`config.mk`:
```
export PLATFORM = sky130hd
export DESIGN_NAME = aes_cbc_ctrl_flat
export DESIGN_NICKNAME = d
export VERILOG_FILES = /design/src/rtl/aes_ctrl_pkg.sv /design/src/rtl/aes_cbc_ctrl_if.sv /design/src/rtl/aes_watchdog.sv /design/src/rtl/aes_cbc_ctrl.sv /design/src/flat_wrapper.sv
export SDC_FILE = /design/constraint.sdc
export NUM_CORES = 2
export LEC_CHECK = 0
export ABC_CLOCK_PERIOD_IN_PS = 2400
export CAP_MARGIN = 15
export CORE_ASPECT_RATIO = 0.75
export CORE_MARGIN = 2
export CORE_UTILIZATION = 26
export CTS_CLUSTER_DIAMETER = 40
export CTS_CLUSTER_SIZE = 40
export DETAILED_ROUTE_END_ITERATION = 8
export GPL_TIMING_DRIVEN = 0
export PLACE_DENSITY_LB_ADDON = 0.3
export SETUP_SLACK_MARGIN = 0.3
export SLEW_MARGIN = 20
export SYNTH_ARGS = -nofsm -noshare
export SYNTH_HDL_FRONTEND = slang
export SYNTH_SLANG_ARGS = --single-unit
```
`constraint.sdc`:
```
create_clock -name CLK -period 2.4 [get_ports CLK]
set_input_delay 0.48 -clock CLK [delete_from_list [all_inputs] [get_ports CLK]]
set_output_delay 0.48 -clock CLK [all_outputs]
set_load 0.01 [all_outputs]
```
`src/rtl/aes_ctrl_pkg.sv`:
```
// Shared types and constants for the AES block-chaining controller.
package aes_ctrl_pkg;

    localparam int unsigned BLOCK_W = 128;

    typedef logic [BLOCK_W-1:0] block_t;

    typedef enum logic [2:0] {
        IDLE  = 3'd0,
        ISSUE = 3'd1,
        WAIT  = 3'd2,
        OUT   = 3'd3,
        ERR   = 3'd4
    } state_e;

    localparam logic ENC = 1'b0;
    localparam logic DEC = 1'b1;

endpackage

```
`src/rtl/aes_cbc_ctrl_if.sv`:
```
// Block stream interface between a source/sink (DMA, bus wrapper) and the controller.
interface aes_cbc_ctrl_if;
    import aes_ctrl_pkg::*;

    logic   ENCDEC_IN;
    block_t KEY_IN;
    block_t IV;
    logic   LOAD_IV;
    logic   IN_VALID;
    logic   IN_READY;
    block_t IN_DATA;
    logic   IN_LAST;
    logic   OUT_VALID;
    logic   OUT_READY;
    block_t OUT_DATA;
    logic   OUT_LAST;
    logic   BUSY;
    logic   ERR_TIMEOUT;

    modport master (
        output ENCDEC_IN, KEY_IN, IV, LOAD_IV, IN_VALID, IN_DATA, IN_LAST, OUT_READY,
        input  IN_READY, OUT_VALID, OUT_DATA, OUT_LAST, BUSY, ERR_TIMEOUT
    );

    modport slave (
        input  ENCDEC_IN, KEY_IN, IV, LOAD_IV, IN_VALID, IN_DATA, IN_LAST, OUT_READY,
        output IN_READY, OUT_VALID, OUT_DATA, OUT_LAST, BUSY, ERR_TIMEOUT
    );

endinterface

```
`src/rtl/aes_watchdog.sv`:
```
// Cycle watchdog: counts enabled cycles and flags when the count is about to reach limit-1.
module aes_watchdog (
    input  logic       clk,
    input  logic       rst,
    input  logic       clear,
    input  logic       enable,
    input  logic [9:0] limit,
    output logic       expired
);

    logic [9:0] count_q;
    logic [9:0] count_d;

    always_comb begin
        count_d = count_q;
        if (clear) begin
            count_d = '0;
        end else if (enable) begin
            count_d = count_q + 10'd1;
        end
    end

    // Flags on the cycle the counter would step onto limit-1, so the caller leaves WAIT at that edge.
    assign expired = enable && !clear && (count_d == limit - 10'd1);

    always_ff @(posedge clk) begin
        if (rst) begin
            count_q <= '0;
        end else begin
            count_q <= count_d;
        end
    end

endmodule

```
`src/rtl/aes_cbc_ctrl.sv`:
```
// AES core initiator: one START/DONE operation per streamed block, with CBC or ECB chaining.
module aes_cbc_ctrl
    import aes_ctrl_pkg::*;
#(
    parameter bit          CHAIN_EN       = 1'b1,
    parameter int unsigned TIMEOUT_CYCLES = 64
) (
    input  logic           CLK,
    input  logic           RST,
    aes_cbc_ctrl_if.slave  io,
    output logic           CORE_START,
    output logic           CORE_ENCDEC,
    output block_t         CORE_KEY,
    output block_t         CORE_TEXTIN,
    input  logic           CORE_DONE,
    input  block_t         CORE_TEXTOUT
);

    state_e state_q, state_d;
    logic   armed_q;
    block_t chain_q, chain_d;
    block_t text_q, text_d;
    block_t cipher_q, cipher_d;
    block_t out_q, out_d;
    block_t key_q, key_d;
    logic   encdec_q, encdec_d;
    logic   last_q, last_d;
    block_t chain_eff;
    logic   accept;
    logic   wd_clear, wd_enable, wd_expired;

    assign wd_clear  = (state_q == ISSUE);
    assign wd_enable = (state_q == WAIT);

    aes_watchdog u_watchdog (
        .clk     (CLK),
        .rst     (RST),
        .clear   (wd_clear),
        .enable  (wd_enable),
        .limit   (10'(TIMEOUT_CYCLES)),
        .expired (wd_expired)
    );

    always_comb begin
        state_d  = state_q;
        chain_d  = chain_q;
        text_d   = text_q;
        cipher_d = cipher_q;
        out_d    = out_q;
        key_d    = key_q;
        encdec_d = encdec_q;
        last_d   = last_q;
        // A same-cycle IV load must feed the block being accepted.
        chain_eff = io.LOAD_IV ? io.IV : chain_q;
        accept    = (state_q == IDLE) && armed_q && io.IN_VALID;

        unique case (state_q)
            IDLE: begin
                if (io.LOAD_IV) chain_d = io.IV;
                if (accept) begin
                    key_d    = io.KEY_IN;
                    encdec_d = io.ENCDEC_IN;
                    last_d   = io.IN_LAST;
                    text_d   = (io.ENCDEC_IN == ENC && CHAIN_EN) ? (io.IN_DATA ^ chain_eff) : io.IN_DATA;
                    if (io.ENCDEC_IN == DEC) cipher_d = io.IN_DATA;
                    state_d  = ISSUE;
                end
            end
            ISSUE: state_d = WAIT;
            WAIT: begin
                if (CORE_DONE) begin
                    if (encdec_q == ENC) begin
                        out_d   = CORE_TEXTOUT;
                        chain_d = CORE_TEXTOUT;
                    end else begin
                        out_d   = CHAIN_EN ? (CORE_TEXTOUT ^ chain_q) : CORE_TEXTOUT;
                        chain_d = cipher_q;
                    end
                    state_d = OUT;
                end else if (wd_expired) begin
                    state_d = ERR;
                end
            end
            OUT: begin
                if (io.OUT_READY) begin
                    if (last_q) chain_d = io.IV;
                    state_d = IDLE;
                end
            end
            ERR:     state_d = ERR;
            default: state_d = IDLE;
        endcase
    end

    always_ff @(posedge CLK) begin
        if (RST) begin
            state_q  <= IDLE;
            armed_q  <= 1'b0;
            chain_q  <= '0;
            text_q   <= '0;
            cipher_q <= '0;
            out_q    <= '0;
            key_q    <= '0;
            encdec_q <= 1'b0;
            last_q   <= 1'b0;
        end else begin
            state_q  <= state_d;
            armed_q  <= 1'b1;
            chain_q  <= chain_d;
            text_q   <= text_d;
            cipher_q <= cipher_d;
            out_q    <= out_d;
            key_q    <= key_d;
            encdec_q <= encdec_d;
            last_q   <= last_d;
        end
    end

    assign io.IN_READY    = armed_q && (state_q == IDLE);
    assign io.OUT_VALID   = (state_q == OUT);
    assign io.OUT_DATA    = out_q;
    assign io.OUT_LAST    = last_q;
    assign io.BUSY        = (state_q != IDLE);
    assign io.ERR_TIMEOUT = (state_q == ERR);
    assign CORE_START     = (state_q == ISSUE);
    assign CORE_ENCDEC    = encdec_q;
    assign CORE_KEY       = key_q;
    assign CORE_TEXTIN    = text_q;

endmodule

```
`src/flat_wrapper.sv`:
```
// flat-port wrapper written by rule: the top's interface ports become plain ports
module aes_cbc_ctrl_flat import aes_ctrl_pkg::*;
#(
    parameter bit          CHAIN_EN       = 1'b1,
    parameter int unsigned TIMEOUT_CYCLES = 64
)
  (CLK, RST, CORE_START, CORE_ENCDEC, CORE_KEY, CORE_TEXTIN, CORE_DONE, CORE_TEXTOUT, io_ENCDEC_IN, io_KEY_IN, io_IV, io_LOAD_IV, io_IN_VALID, io_IN_DATA, io_IN_LAST, io_OUT_READY, io_IN_READY, io_OUT_VALID, io_OUT_DATA, io_OUT_LAST, io_BUSY, io_ERR_TIMEOUT);
  aes_cbc_ctrl_if io_i ();
  input  logic CLK;
  input  logic RST;
  output logic CORE_START;
  output logic CORE_ENCDEC;
  output block_t CORE_KEY;
  output block_t CORE_TEXTIN;
  input  logic CORE_DONE;
  input  block_t CORE_TEXTOUT;
  input wire logic [$bits(io_i.ENCDEC_IN)-1:0] io_ENCDEC_IN;
  input wire logic [$bits(io_i.KEY_IN)-1:0] io_KEY_IN;
  input wire logic [$bits(io_i.IV)-1:0] io_IV;
  input wire logic [$bits(io_i.LOAD_IV)-1:0] io_LOAD_IV;
  input wire logic [$bits(io_i.IN_VALID)-1:0] io_IN_VALID;
  input wire logic [$bits(io_i.IN_DATA)-1:0] io_IN_DATA;
  input wire logic [$bits(io_i.IN_LAST)-1:0] io_IN_LAST;
  input wire logic [$bits(io_i.OUT_READY)-1:0] io_OUT_READY;
  output wire logic [$bits(io_i.IN_READY)-1:0] io_IN_READY;
  output wire logic [$bits(io_i.OUT_VALID)-1:0] io_OUT_VALID;
  output wire logic [$bits(io_i.OUT_DATA)-1:0] io_OUT_DATA;
  output wire logic [$bits(io_i.OUT_LAST)-1:0] io_OUT_LAST;
  output wire logic [$bits(io_i.BUSY)-1:0] io_BUSY;
  output wire logic [$bits(io_i.ERR_TIMEOUT)-1:0] io_ERR_TIMEOUT;
  assign io_i.ENCDEC_IN = io_ENCDEC_IN;
  assign io_i.KEY_IN = io_KEY_IN;
  assign io_i.IV = io_IV;
  assign io_i.LOAD_IV = io_LOAD_IV;
  assign io_i.IN_VALID = io_IN_VALID;
  assign io_i.IN_DATA = io_IN_DATA;
  assign io_i.IN_LAST = io_IN_LAST;
  assign io_i.OUT_READY = io_OUT_READY;
  assign io_IN_READY = io_i.IN_READY;
  assign io_OUT_VALID = io_i.OUT_VALID;
  assign io_OUT_DATA = io_i.OUT_DATA;
  assign io_OUT_LAST = io_i.OUT_LAST;
  assign io_BUSY = io_i.BUSY;
  assign io_ERR_TIMEOUT = io_i.ERR_TIMEOUT;
  aes_cbc_ctrl #(.CHAIN_EN(CHAIN_EN), .TIMEOUT_CYCLES(TIMEOUT_CYCLES)) u_core (.CLK(CLK), .RST(RST), .io(io_i), .CORE_START(CORE_START), .CORE_ENCDEC(CORE_ENCDEC), .CORE_KEY(CORE_KEY), .CORE_TEXTIN(CORE_TEXTIN), .CORE_DONE(CORE_DONE), .CORE_TEXTOUT(CORE_TEXTOUT));
endmodule
```
==> summary.txt <==
Status
  – Outcome: finished, violations left
  – Violated checks: negative setup slack

Synth
  – Syn_area_per_cell: approximately 8.3 um2
  – Sequential fraction of the synthesis area: 43.58%
  – Post-Syn Area: roughly 0.030 mm2
  – Number of synthesized flops with an enable pin: 0
  – Ys Warns: 0
  – Ranking of synthesized cells by area: dfxtp_1 (44%), a211oi_1 (9.6%), mux2i_1 (8.5%), nand2_1 (8.1%), nor2_1 (6.5%)
  – Top-area cell type share of the netlist area: between 40% and 50%
  – Async SR Flop Fraction: 0%
  – Yosys top cell by area: dfxtp_1
  – Syn nets: roughly 4200
  – Cells after Synth: 3651
  – Main flop type after synthesis: dfxtp_1
  – Flops & latches, synth: approximately 660
  – Top cells by count, synth: dfxtp_1 (656), nand2_1 (650), nor2_1 (524)
  – Unique masters post-synth: slightly below 50
  – Most frequent cell after synthesis: dfxtp_1

Clock tree
  – Clk buf depth: 3
  – Post-CTS Hold Buffers: 0
  – TritonCTS Buffers: between 100 and 150
  – Worst-path clk slew: about 0.06 ns
  – Clock H-tree levels: 3
  – Clk Latency, worst-skew pair: ~0.7 ns
  – CTS tree: done
  – Clock sink count: 656
  – Root Buffer: clkbuf_16

Floorplanning
  – Die area: around 0.12 mm2
  – Die X: approximately 400 um
  – Total core area: around 0.12 mm2
  – I/O Pins: roughly 910
  – Rows: around 110
  – Die H: between 200 and 300 um
  – Starting Density: about a quarter

Setup path
  – Maximum fanout along the worst path: 4
  – CP max-delay cell: dfxtp_2
  – Critical path class: reg2out
  – FF-to-FF path depth: 16
  – R2r setup slk: -0.06 ns
  – Critical Path AT: roughly 2 ns
  – Most used cell, CP: buf_12
  – Critical path's largest stage delay: 0.32 ns
  – Startpoint type of the worst setup path: register
  – WP data required: 1.92 ns
  – Reg2Reg Launch Point: u_core.state_q[0]
  – CP endpoint kind: output port
  – Cell Chain, Critical Path: buf_6 -> clkbuf_16 -> buf_12 -> buf_12 -> buf_12 -> nor3b_4 -> buf_6
  – R2R Path End: u_core.cipher_q[91]

Global routing
  – Antenna violations before repair: 72
  – GRT Util Overall: around a quarter
  – Largest net degree at the start of global routing: 16
  – Vias in the first global route: between 30000 and 40000
  – First-pass GRT wire length: 226.1 mm
  – GRT overflow: 0

Hold path
  – Hold Path Class: in2reg
  – Hold worst-path end: u_core.CORE_KEY[28]
  – Worst Hold Launch: io_KEY_IN[28]
  – Hold-critical path depth: 3

Timing
  – Max-slew violation count: 0
  – Slew headroom: about 24%
  – Final period utilization: 104.6%
  – Max Clock Freq: 0.3983 GHz
  – Final hold vios: 0
  – Clock Skew: between 0.03 and 0.04 ns
  – Slew of the pin with the lowest slew margin: ~1.1 ns
  – Final worst path period need: roughly 2.5 ns
  – Setup WS post-layout: -0.1107 ns
  – RSZ-0062 raised after global routing: yes
  – Setup violators final: 36

Drt
  – Drc violations: 0
  – Met2 WL: about 80 mm
  – Vias: between 30000 and 40000
  – Routed WL per cell: 25.82 um
  – Drt first pass iters: 7
  – Detail Route Antenna Nets: 0
  – Top sig layer: met5
  – WL met1: between 60 and 70 mm
  – Drt first-iter violations: 2282
  – DR vias/cell: roughly 5.0
  – Final wirelength: approximately 170 mm
  – Detail Route met3 WL: 15.49 mm

Layout
  – Fillers: between 10000 and 15000
  – Final #Nets: 5318
  – Final Cell Area: ~0.05 mm2
  – Share of post-route cells with drive strength above 1: between 10% and 20%
  – Area delta synth->final: 68.42%

Pwr
  – Leak: roughly 18 nW
  – Power Density: 742.9 mW/mm2
  – Overall power: between 0.03 and 0.04 W
  – Max rail drop VDD: between 0.5 and 0.6 mV

Placement
  – HPWL after detailed placement: between 100 and 150 mm
  – DP Area: 0.04123 mm2
  – Gpl congestion: around 0.91
  – Number of buffers added on ports: 908
  – Pre-CTS setup slack: -1.525 ns

Job
  – # Max-Cap Violations: 0
## power by group
group,internal (W),switching [W],total (W)
logic,0.00376,0.00401,0.00778
clock network,0.0113,0.00632,0.0177
registers,0.0117,0.000587,0.0123
total,0.0268,0.0109,0.0377
## placed cells by master, fill, tap and decap left out, types with 11 or more instances in the layout
cell type / instances
a21oi_2: 57
nand2_4: 53
clkinv_2: 14
dfxtp_1: 651
o22ai_1: 86
a31oi_1: 127
o22ai_2: 37
clkbuf_1: 105
buf_8: 25
nor2_2: 12
a211oi_1: 291
clkbuf_16: 135
buf_1: 11
buf_12: 60
clkbuf_2: 44
nand2_1: 589
buf_4: 55
mux2i_1: 256
clkbuf_4: 14
dlymetal6s2s_1: 13
clkdlybuf4s50_1: 888
a211oi_2: 95
xor2_1: 131
xnor2_1: 132
diode_2: 28
a21oi_1: 210
nor2_1: 444
buf_16: 21
buf_2: 62
clkbuf_8: 17
buf_6: 53
nor2_4: 68
bufinv_16: 20
## flip-flops by register name (all words and copies together), names as in the netlist
name,count
u_core.CORE_TEXTIN,128
u_core.state_q,3
u_core.io.OUT_LAST,1
u_core.CORE_ENCDEC,1
u_core.io.OUT_DATA,128
u_core.chain_q,128
u_core.CORE_KEY,128
u_core.cipher_q,128
u_core.u_watchdog.count_q,10
u_core.armed_q,1
## through the flow
stage | utilization (%) | TNS [ns] | hold slack [ns] | cells
detailed placement | 35.77 | -363.89 | 0.4461 | 6102
global placement | 35.70 | -421.13 | 0.4413 | 6099
global route | 44.01 | -4.524 | 0.2971 | 6451
CTS | 41.24 | -1.047 | 0.2602 | 6381
floorplan | - | 0 | 0.4360 | 3651
finish | 44.03 | -1.143 | 0.3204 | 6458
## cell type report
class                           instances  area (um2)  area share (%)
Multi-Input combinational cell       2656       17640           34.76
Sequential cell                       656       13140           25.89
Timing Repair Buffer                 1032       11180           22.02
Clock buffer                          137        3069           6.048
Buffer                                337        2686           5.293
Tap cell                             1540        1927           3.797
Clock inverter                         70        1031           2.032
Antenna cell                           28       70.07          0.1381
Inverter                                2       10.01         0.01972
## critical path: cells and delay by family, from the launching register on
family | cells | cell delay [ns]
flops | 1 | 0.32
simple gates | 1 | 0.17
buf+inv | 6 | 0.81
## metal layers
metal | vias to the layer above | global-route usage [%]
met5 | - | 0
met4 | 48 | 9.153
met3 | 344 | 9.673
met2 | 1317 | 44.13
met1 | 15670 | 30.41
li1 | 15110 | -
## timing repair
item	CTS	global route
cloned	15	17
endpoints found under the setup margin	1012	920
resized for setup	415	651
setup buffers	57	32
pin swaps	71	193
## kinds of logic (layout without fill, tap and decap cells)
logic type               after synthesis  after routing  synth area share (%)
multiplexers                         257            257                 8.537
XOR/XNOR                             264            264                 7.673
buffers and inverters                339           1578                 4.821
AND/OR/NAND/NOR                     1212           1212                 15.63
AO/OA/AOI/OAI                        922            922                 19.72
other                                  0             28                     0
adder cells (fa/ha/maj)                1              1               0.04152
flip-flops                           656            656                 43.58
## worst max-delay path by stage
stage	start	end
finish	u_core.state_q[0]	io_ERR_TIMEOUT
detailed placement	u_core.state_q[0]	io_ERR_TIMEOUT
global route	u_core.state_q[0]	io_ERR_TIMEOUT
CTS	u_core.state_q[0]	io_ERR_TIMEOUT
floorplan	u_core.state_q[1]	io_OUT_VALID
global placement	u_core.state_q[0]	io_ERR_TIMEOUT
Note: power is estimated with default switching activity, not from simulation.
